`src/rtl/i2s_pkg.sv`:
```
`default_nettype none
// ============================================================================
//  Module      : i2s_pkg
//  Description : Shared constants, the stereo frame type and the serializer
//                bit-select helper for the I2S transmit path.
//  Revision    : 1.0 - initial release
// ============================================================================
package i2s_pkg;

  localparam int SAMPLE_W   = 16;
  localparam int SLOT_BITS  = 32;
  localparam int FRAME_BITS = 64;
  localparam int FIFO_DEPTH = 4;

  localparam int BIT_CNT_W  = $clog2(FRAME_BITS);
  localparam int FIFO_PTR_W = $clog2(FIFO_DEPTH);
  localparam int FIFO_CNT_W = $clog2(FIFO_DEPTH) + 1;

  typedef struct packed {
    logic [SAMPLE_W-1:0] left;
    logic [SAMPLE_W-1:0] right;
  } stereo_frame_t;

  // Serial bit for a given frame position. Each slot carries its sample
  // MSB-first starting one BCLK after the LRCLK transition; the unused tail
  // of each 32-bit slot is zero.
  function automatic logic slot_bit(stereo_frame_t f, logic [BIT_CNT_W-1:0] bit_cnt);
    logic [3:0] idx;
    slot_bit = 1'b0;
    idx      = 4'd0;
    if (bit_cnt >= 6'd1 && bit_cnt <= 6'd16) begin
      idx      = 4'(6'd16 - bit_cnt);
      slot_bit = f.left[idx];
    end else if (bit_cnt >= 6'd33 && bit_cnt <= 6'd48) begin
      idx      = 4'(6'd48 - bit_cnt);
      slot_bit = f.right[idx];
    end
  endfunction

endpackage
`default_nettype wire

```
`src/rtl/sample_fifo.sv`:
```
`default_nettype none
// ============================================================================
//  Module      : sample_fifo
//  Description : FIFO_DEPTH-entry synchronous FIFO of stereo frames with
//                count-based full/empty flags and a fall-through read port.
//  Ports       : clk, reset (async, active-high)
//                push / wr_data  - write request and frame (ignored when full)
//                pop  / rd_data  - read request (ignored when empty) and head
//                full, empty     - decoded from the registered count
//  Revision    : 1.0 - initial release
// ============================================================================
module sample_fifo
  import i2s_pkg::*;
(
  input  logic          clk,
  input  logic          reset,
  input  logic          push,
  input  stereo_frame_t wr_data,
  input  logic          pop,
  output stereo_frame_t rd_data,
  output logic          full,
  output logic          empty
);

  logic [FIFO_PTR_W-1:0] wr_ptr_q, wr_ptr_d;
  logic [FIFO_PTR_W-1:0] rd_ptr_q, rd_ptr_d;
  logic [FIFO_CNT_W-1:0] count_q, count_d;
  stereo_frame_t         mem_q [FIFO_DEPTH];

  logic do_push;
  logic do_pop;

  assign full    = (count_q == FIFO_CNT_W'(FIFO_DEPTH));
  assign empty   = (count_q == '0);
  assign do_push = push && !full;
  assign do_pop  = pop && !empty;
  assign rd_data = mem_q[rd_ptr_q];

  // Pointers wrap naturally because FIFO_DEPTH is a power of two.
  always_comb begin
    wr_ptr_d = wr_ptr_q;
    rd_ptr_d = rd_ptr_q;
    count_d  = count_q;
    if (do_push) wr_ptr_d = wr_ptr_q + 1'b1;
    if (do_pop)  rd_ptr_d = rd_ptr_q + 1'b1;
    case ({do_push, do_pop})
      2'b10:   count_d = count_q + 1'b1;
      2'b01:   count_d = count_q - 1'b1;
      default: count_d = count_q;
    endcase
  end

  always_ff @(posedge clk or posedge reset) begin
    if (reset) begin
      wr_ptr_q <= '0;
      rd_ptr_q <= '0;
      count_q  <= '0;
    end else begin
      wr_ptr_q <= wr_ptr_d;
      rd_ptr_q <= rd_ptr_d;
      count_q  <= count_d;
    end
  end

  // Storage needs no reset: an entry is only read after it has been written.
  always_ff @(posedge clk) begin
    if (do_push) mem_q[wr_ptr_q] <= wr_data;
  end

endmodule
`default_nettype wire

```
`src/rtl/i2s_transmitter.sv`:
```
`default_nettype none
// ============================================================================
//  Module      : i2s_transmitter
//  Description : Stereo 16-bit I2S transmitter. Frames are buffered in a
//                4-deep FIFO and serialized in 64-BCLK frames (32 per slot).
//  Ports       : clk, reset (async, active-high)
//                in_valid/in_ready/in_left/in_right - upstream frame handshake
//                BCLK, LRCLK, DIN                   - registered I2S outputs
//                underrun - one-clk pulse when a frame starts with FIFO empty
//  Revision    : 1.0 - initial release
// ============================================================================
module i2s_transmitter
  import i2s_pkg::*;
#(
  parameter int BCLK_DIV = 16
) (
  input  logic                clk,
  input  logic                reset,
  input  logic                in_valid,
  output logic                in_ready,
  input  logic [SAMPLE_W-1:0] in_left,
  input  logic [SAMPLE_W-1:0] in_right,
  output logic                BCLK,
  output logic                LRCLK,
  output logic                DIN,
  output logic                underrun
);

  localparam int                DIV_W    = $clog2(BCLK_DIV);
  localparam logic [DIV_W-1:0]  DIV_LAST = DIV_W'(BCLK_DIV - 1);
  localparam logic [DIV_W-1:0]  DIV_HALF = DIV_W'(BCLK_DIV / 2);

  logic [DIV_W-1:0]     div_cnt_q, div_cnt_d;
  logic [BIT_CNT_W-1:0] bit_cnt_q, bit_cnt_d;
  logic                 bclk_q, bclk_d;
  logic                 lrclk_q, lrclk_d;
  logic                 din_q, din_d;
  logic                 underrun_q, underrun_d;
  stereo_frame_t        frame_q, frame_d;

  logic                 bclk_fall;
  logic                 frame_wrap;
  logic                 fifo_full;
  logic                 fifo_empty;
  stereo_frame_t        fifo_head;
  stereo_frame_t        in_frame;

  assign in_frame   = '{left: in_left, right: in_right};
  assign in_ready   = !fifo_full;
  assign bclk_fall  = (div_cnt_q == DIV_LAST);
  assign frame_wrap = bclk_fall && (bit_cnt_q == BIT_CNT_W'(FRAME_BITS - 1));

  // The pop decision looks only at the registered count, so a frame pushed
  // on the wrap clk cannot rescue an empty FIFO; it goes out one frame later.
  sample_fifo u_fifo (
    .clk     (clk),
    .reset   (reset),
    .push    (in_valid),
    .wr_data (in_frame),
    .pop     (frame_wrap),
    .rd_data (fifo_head),
    .full    (fifo_full),
    .empty   (fifo_empty)
  );

  always_comb begin
    div_cnt_d  = bclk_fall ? '0 : div_cnt_q + 1'b1;
    bit_cnt_d  = bclk_fall ? bit_cnt_q + 1'b1 : bit_cnt_q;
    bclk_d     = (div_cnt_d >= DIV_HALF);

    frame_d    = frame_q;
    underrun_d = 1'b0;
    if (frame_wrap) begin
      frame_d    = fifo_empty ? '0 : fifo_head;
      underrun_d = fifo_empty;
    end

    // Word select and data only move with BCLK falling. The frame register
    // reloads on the wrap into bit 0, which always carries a zero, so the
    // new frame is in place before bit 1 is serialized.
    lrclk_d = lrclk_q;
    din_d   = din_q;
    if (bclk_fall) begin
      lrclk_d = bit_cnt_d[BIT_CNT_W-1];
      din_d   = slot_bit(frame_q, bit_cnt_d);
    end
  end

  always_ff @(posedge clk or posedge reset) begin
    if (reset) begin
      div_cnt_q  <= '0;
      bit_cnt_q  <= '0;
      bclk_q     <= 1'b0;
      lrclk_q    <= 1'b0;
      din_q      <= 1'b0;
      underrun_q <= 1'b0;
      frame_q    <= '0;
    end else begin
      div_cnt_q  <= div_cnt_d;
      bit_cnt_q  <= bit_cnt_d;
      bclk_q     <= bclk_d;
      lrclk_q    <= lrclk_d;
      din_q      <= din_d;
      underrun_q <= underrun_d;
      frame_q    <= frame_d;
    end
  end

  assign BCLK     = bclk_q;
  assign LRCLK    = lrclk_q;
  assign DIN      = din_q;
  assign underrun = underrun_q;

endmodule
`default_nettype wire

```
`config.mk`:
```
export PLATFORM = sky130hd
export DESIGN_NAME = i2s_transmitter
export DESIGN_NICKNAME = d
export VERILOG_FILES = /design/src/rtl/i2s_pkg.sv /design/src/rtl/sample_fifo.sv /design/src/rtl/i2s_transmitter.sv
export SDC_FILE = /design/constraint.sdc
export NUM_CORES = 1
export LEC_CHECK = 0
export ABC_AREA = 1
export CAP_MARGIN = 20
export CORE_MARGIN = 2
export CORE_UTILIZATION = 55
export CTS_BUF_LIST = sky130_fd_sc_hd__clkbuf_4 sky130_fd_sc_hd__clkbuf_8
export CTS_CLUSTER_DIAMETER = 150
export DETAILED_ROUTE_END_ITERATION = 6
export PLACE_DENSITY = 0.77
export SETUP_SLACK_MARGIN = 0.15
export SLEW_MARGIN = 20
export SYNTH_ARGS = -nofsm -noshare
export SYNTH_HDL_FRONTEND = slang
export SYNTH_SLANG_ARGS = --single-unit
```
`constraint.sdc`:
```
create_clock -name clk -period 2.3 [get_ports clk]
set_input_delay 0.23 -clock clk [delete_from_list [all_inputs] [get_ports clk]]
set_output_delay 0.23 -clock clk [all_outputs]
set_load 0.01 [all_outputs]
```
==> flow_summary.ini, run 1 <==
[power]
switching_share_pct = 25.0
combinationalPowerShare_pct = 12.5
power.clock.fraction_pct = 30.5
power.share.sequential_pct = 57.0
p_switching_w = 0.00183
p_leak_nw = 3.51
internal_power_component_w = 0.00548
worst_ir_drop_vdd_mv = 0.460
powerDensity_nw_per_um2 = 817

[detailed_routing]
drt_wl_total_mm = 14.9
route.vias.total = 4982
remaining_drc_errors = 0
violation_count_after_the_first_detailed_route_iteration = 388
wire_per_inst_um = 16.8
detail_route.vias_per_cell = 5.64
drt.antenna.violating_nets = 0
drt-pass1-iter-count = 5

[clock_network]
cts-root-buf = sky130_fd_sc_hd__clkbuf_8
cts.htree.levels = 4
cts_sink_cnt = 181
cts.clk_slew.worst_paths_ps = 80
numCtsBuffers = 17
clock_insertion_delay_worst_skew_ps = 460
clk_path_buf_depth = 2
cts_tree = built

[yosys]
synthesis.area_um2 = 7660
synth_enable_flop_cells = 128
syn-instance-count = 637
synth_ff_type = sky130_fd_sc_hd__edfxtp_1
ys_seq_area_share_pct = 67.5
syn-num-nets = 682
count_of_different_cell_masters_after_synthesis = 37
yosys_warnings = 0
netlist.top_cell.by_area = sky130_fd_sc_hd__edfxtp_1
postSynth.asyncResetShare_pct = 29.3
synth_top_cells_by_area = sky130_fd_sc_hd__edfxtp_1, sky130_fd_sc_hd__dfrtp_1, sky130_fd_sc_hd__nand2_1
synth_most_common_cell = sky130_fd_sc_hd__nand2_1
ys_top_cells_by_count = sky130_fd_sc_hd__nand2_1, sky130_fd_sc_hd__edfxtp_1, sky130_fd_sc_hd__nand3_1
synth_top_cell_area_share_pct = 50.2
ys_seq_elements = 181
mean_instance_size_in_the_synthesized_netlist_um2 = 12.0

[sta]
final_max_tran_viols = 0
finalSetupViolations = 0
finClkSkew_ps = 12.3
layout_worst_path_cycle_share_pct = 94.5
rsz0062_at_grt = yes
final_hold_viol_count = 0
max-slew-margin-rel_pct = 48.1
hold-worst-slack_ps = 149
min_period_ps = 2170
max_clock_freq_mhz = 460
timing_worst_slew_pin_value_ps = 778

[worst_setup_path]
timing.critical_path.max_delay_family = adder cells
worstSetupStartpointType = flop
slowest_delay_ps = 410
critical_path_required_ps = 2650
worst-r2r-cell-count = 13
r2r_start = div_cnt_q[0]$_DFF_PP0_
critPathArrivalTime_ps = 2520
reg2reg_slack_ps = 130
critPathMaxFanout = 3
worstSetupPathType = reg -> reg
crit_slowest_cell = sky130_fd_sc_hd__dfrtp_1
cp_cell_sequence = ha_4, nand2_4, nor2_8, nand3_4, nor3_4, inv_4, nor2_4, ha_4, inv_4, fa_2, a21oi_2, o21ai_1, xnor2_1
cp-end-kind = flop
crit-reg2reg-capture = u_fifo.count_q[2]$_DFFE_PP0P_
critical_path.n_buffers_inverters = 2

[floorplanning]
dieHeight_um = 122
placement_rows = 43
pin_count = 40
coreArea_um2 = 13700
initial_utilization_pct = 55.8
die_w_um = 122
fp.dieArea_um2 = 14900

[worst_hold_path]
min-delay-path-class = in -> async

[grt]
number_of_antenna_violations_at_the_first_check_in_global_routing = 0
wire_length_of_the_first_global_routing_pass_mm = 24.0
first_global_vias = 5084
globalRouteTotalUtil_pct = 21.2
overflow = 0
largest_net_degree_at_the_start_of_global_routing = 67

[cells_and_area]
n_fill_cell = 1017
syn2layout_area_growth_pct = 16.9
drive_above_1_share_pct = 17.2
utilization_pct = 65.3
antenna_cells = 0
nNetsFinal = 736

[placed_design]
number_of_port_buffers = 39
dpl.hpwl_mm = 8.87
place_congestion = 0.920

[run]
cap_viol_max_count = 0

[run_status]
run_status = finished, final reports clean
-- repair_timing --
action / in CTS / in global routing
setup buffers: 1 / 5
hold buffers: 0 / 0
endpoints found under the setup margin: 2 / 4
gates resized for setup: 14 / 9
pin swaps: 5 / 5
-- cell usage in the layout, fill, tap and decap left out, drive strengths merged --
master,count
nand2,173
edfxtp,128
nand3,58
dfrtp,53
inv,49
clkdlybuf4s50,39
a21oi,34
a32o,32
buf,30
o21ai,23
clkbuf,19
o22ai,16
nor2,12
ha,9
nand4,7
xor2,3
xnor2,3
bufinv,3
clkinvlp,3
clkinv,3
nor3,2
or2,1
nor4,1
a21boi,1
mux2,1
fa,1
-- how the worst max path moves through the flow --
stage	startpoint	to	slack, ps	cells after the start
global route	div_cnt_q[0]$_DFF_PP0_	u_fifo.count_q[2]$_DFFE_PP0P_	-10	13
detailed placement	bit_cnt_q[1]$_DFF_PP0_	u_fifo.count_q[2]$_DFFE_PP0P_	20	11
finish	div_cnt_q[0]$_DFF_PP0_	u_fifo.count_q[2]$_DFFE_PP0P_	130	13
floorplan	u_fifo.count_q[0]$_DFFE_PP0P_	u_fifo.mem_q[0][0]$_DFFE_PP_	-280	4
global placement	div_cnt_q[0]$_DFF_PP0_	u_fifo.count_q[2]$_DFFE_PP0P_	130	13
CTS	div_cnt_q[0]$_DFF_PP0_	u_fifo.count_q[2]$_DFFE_PP0P_	90	13
-- worst register-to-register path: cells and delay by family (launching register included) --
family,cells,cell delay (ps)
buffers and inverters,2,90
adders and majority gates,3,690
DFF,1,410
and+or+nand+nor,5,540
xor gates and xnor gates,1,120
AOI/OAI and AO/OA,2,200
-- flip-flops by register name, summed over array words and instances (netlist names) --
| name | flops |
|---|---|
| bit_cnt_q | 6 |
| frame_q | 32 |
| u_fifo.count_q | 3 |
| BCLK | 1 |
| LRCLK | 1 |
| u_fifo.wr_ptr_q | 2 |
| u_fifo.rd_ptr_q | 2 |
| DIN | 1 |
| u_fifo.mem_q | 128 |
| div_cnt_q | 4 |
| underrun | 1 |
-- power by group through the flow --
stage / clock network [W] / logic, W / registers, W
after floorplan: 0 / 0.000487 / 0.00422
after global placement: 0 / 0.000876 / 0.00421
after detailed placement: 0 / 0.000912 / 0.00424
after CTS: 0.00228 / 0.000930 / 0.00417
after global routing: 0.00240 / 0.000994 / 0.00420
final: 0.00223 / 0.000913 / 0.00417
-- stage by stage --
stage                     cells  setup slack (ps)  total power [W]  TNS (ps)  area, µm²
after floorplan             637              -281          0.00471    -36150       7690
after global routing        884             -14.8          0.00760     -23.2       8950
after detailed placement    846              15.2          0.00515         0       8400
after CTS                   879              88.2          0.00738         0       8890
after global placement      846               131          0.00509         0       8400
final                       884               125          0.00731         0       8950
-- layout make-up --
cell class / instances / area (µm²) / share of cell area (%)
sequential: 181 / 5170 / 57.8
multi-input combinational: 377 / 2260 / 25.2
timing repair buffer: 69 / 703 / 7.85
clock buffer: 19 / 249 / 2.78
tap: 180 / 225 / 2.52
inverter: 45 / 176 / 1.97
clock inverter: 13 / 170 / 1.90
-- routing by layer --
layer / track usage, % / vias to the layer above / wire, µm
met5: 0 / - / 0
met4: 11.1 / 0 / 277
met3: 4.87 / 25 / 636
met2: 34.7 / 113 / 7750
met1: 26.3 / 2474 / 6220
li1: - / 2370 / -
-- cell families after synthesis --
| group | Yosys count | share of synthesized area, % |
|---|---|---|
| AO/OA/AOI/OAI | 106 | 10.8 |
| XOR/XNOR | 6 | 0.687 |
| adder cells (fa/ha/maj) | 10 | 1.73 |
| buffers and inverters | 79 | 4.46 |
| flip-flops | 181 | 67.5 |
| multiplexers | 1 | 0.147 |
| AND/OR/NAND/NOR | 254 | 14.6 |
Power figures use the tool's default switching activity.
==> run 2: changes to the inputs <==
CORE_MARGIN = default   (was 2)
==> flow_summary.ini, run 2 (synthesis gave the netlist of run 1 again) <==
[detailed_routing]
detail_route.vias_per_cell = 5.65
remaining_drc_errors = 0
drt_wl_total_mm = 15.0
drt.antenna.violating_nets = 0
violation_count_after_the_first_detailed_route_iteration = 382
drt-pass1-iter-count = 4
route.vias.total = 5017
wire_per_inst_um = 16.8

[clock_network]
cts.htree.levels = 4
cts_tree = built
numCtsBuffers = 17
clk_path_buf_depth = 2
total_of_hold_buffers_inserted_after_clock_tree_synthesis = 0
cts-root-buf = sky130_fd_sc_hd__clkbuf_8
cts_sink_cnt = 181
clock_insertion_delay_worst_skew_ps = 460
cts.clk_slew.worst_paths_ps = 90

[floorplanning]
fp.dieArea_um2 = 14400
coreArea_um2 = 13400
placement_rows = 42
die_w_um = 120
pin_count = 40
initial_utilization_pct = 57.1
dieHeight_um = 120

[sta]
final_max_tran_viols = 0
max-slew-margin-rel_pct = 53.6
timing_worst_slew_pin_value_ps = 697
finalSetupViolations = 0
rsz0062_at_grt = yes
finClkSkew_ps = 8.45
hold-worst-slack_ps = 152
min_period_ps = 2200
final_hold_viol_count = 0
layout_worst_path_cycle_share_pct = 95.6
max_clock_freq_mhz = 455

[cells_and_area]
most-common-layout-cells = sky130_fd_sc_hd__nand2_1, sky130_fd_sc_hd__edfxtp_1, sky130_fd_sc_hd__nand3_1, sky130_fd_sc_hd__dfrtp_1, sky130_fd_sc_hd__clkdlybuf4s50_1
antenna_cells = 0
reg_top3 = u_fifo.mem_q (128), frame_q (32), bit_cnt_q (6)
seqCellArea_um2 = 5170
regMostFlops = u_fifo.mem_q
drive_above_1_share_pct = 19.0
nNetsFinal = 744
utilization_pct = 66.6
syn2layout_area_growth_pct = 16.6
layout_commonest_cell = sky130_fd_sc_hd__nand2_1
n_fill_cell = 989
multiInputGateArea_um2 = 2280
largest_register_ff_count = 128

[grt]
first_global_vias = 5121
wire_length_of_the_first_global_routing_pass_mm = 24.9
overflow = 0
largest_net_degree_at_the_start_of_global_routing = 67
globalRouteTotalUtil_pct = 22.8
number_of_antenna_violations_at_the_first_check_in_global_routing = 0

[placed_design]
dpl.hpwl_mm = 9.74
number_of_port_buffers = 39
place_congestion = 0.910

[worst_setup_path]
critical_path_required_ps = 2650
cp_cell_sequence = ha_4, nand2_4, nor2_8, nand3_4, nor3_4, inv_4, nor2_4, ha_4, inv_4, fa_2, a21oi_2, o21ai_1, xnor2_1
critPathArrivalTime_ps = 2550
critical_path.n_buffers_inverters = 2
critPathMaxFanout = 2
timing.critical_path.max_delay_family = adder cells
worstSetupStartpointType = flop
cp-end-kind = flop
worstSetupPathType = reg -> reg
crit_slowest_cell = sky130_fd_sc_hd__dfrtp_1
slowest_delay_ps = 410

[power]
p_leak_nw = 3.50
worst_ir_drop_vdd_mv = 0.517
powerDensity_nw_per_um2 = 792

[run_status]
run_status = finished, final reports clean

[run]
cap_viol_max_count = 0

[worst_hold_path]
min-delay-path-class = in -> async
-- run 2: cell type report --
class	count	area share, %
clock inverters	14	1.46
inverters	45	2.00
flip-flops and latches	181	57.9
well taps	176	2.47
clock buffers	18	2.71
multi-input cells	377	25.5
repair buffers	77	7.89
-- run 2: metal layers --
metal / GRT usage [%] / routed length, µm / part of all wire (%) / vias to the layer above
li1: - / - / - / 2389
met5: 0 / 0 / 0 / -
met1: 29.7 / 6310 / 42 / 2454
met4: 10.1 / 465 / 3.1 / 0
met3: 5.42 / 748 / 5.0 / 35
met2: 36.4 / 7430 / 50 / 139
-- run 2: final timing paths --
kind | startpoint | end | slack (ps) | cells after the start
setup / recovery | div_cnt_q[0]$_DFF_PP0_ | u_fifo.count_q[2]$_DFFE_PP0P_ | 100 | 13
hold / removal | reset | div_cnt_q[1]$_DFF_PP0_ | 150 | 2
setup reg to reg | div_cnt_q[0]$_DFF_PP0_ | u_fifo.count_q[2]$_DFFE_PP0P_ | 100 | 13
hold reg to reg | frame_q[1]$_DFFE_PP0P_ | frame_q[1]$_DFFE_PP0P_ | 490 | 2
max in group asynchronous | reset | frame_q[5]$_DFFE_PP0P_ | 1580 | 3
min in group clk | in_right[14] | u_fifo.mem_q[0][14]$_DFFE_PP_ | 390 | 1
-- run 2: repair_timing --
item,CTS,global route
pin swaps,2,17
buffers inserted,2,6
resized for setup,7,26
gates cloned,0,0
endpoints found under the hold margin,0,0
endpoints found under the setup margin,2,4
-- run 2: report_power, final --
group	total [W]	internal, W	switching (W)
Clock	0.00201	0.000877	0.00113
Combinational	0.000888	0.000313	0.000575
Sequential	0.00417	0.00403	0.000139
Total	0.00707	0.00522	0.00184
-- run 2: stage by stage --
stage / area, µm² / cells / worst slack (ps) / setup TNS, ps / total power [W]
after global routing: 8930 / 888 / -0.961 / -0.961 / 0.00737
final: 8930 / 888 / 101 / 0 / 0.00707
after floorplan: 7690 / 637 / -281 / -36150 / 0.00471
after detailed placement: 8380 / 848 / -2.51 / -2.51 / 0.00512
after global placement: 8380 / 848 / 108 / 0 / 0.00506
after CTS: 8800 / 882 / 65.4 / 0 / 0.00711
-- run 2: worst register-to-register path, delay by kind of cell (launching register included) --
kind            cells  cell delay (ps)
fa+ha+maj           3              690
simple gates        5              580
flops               1              410
compound gates      2              200
xor+xnor            1              130
buf+inv             2               90
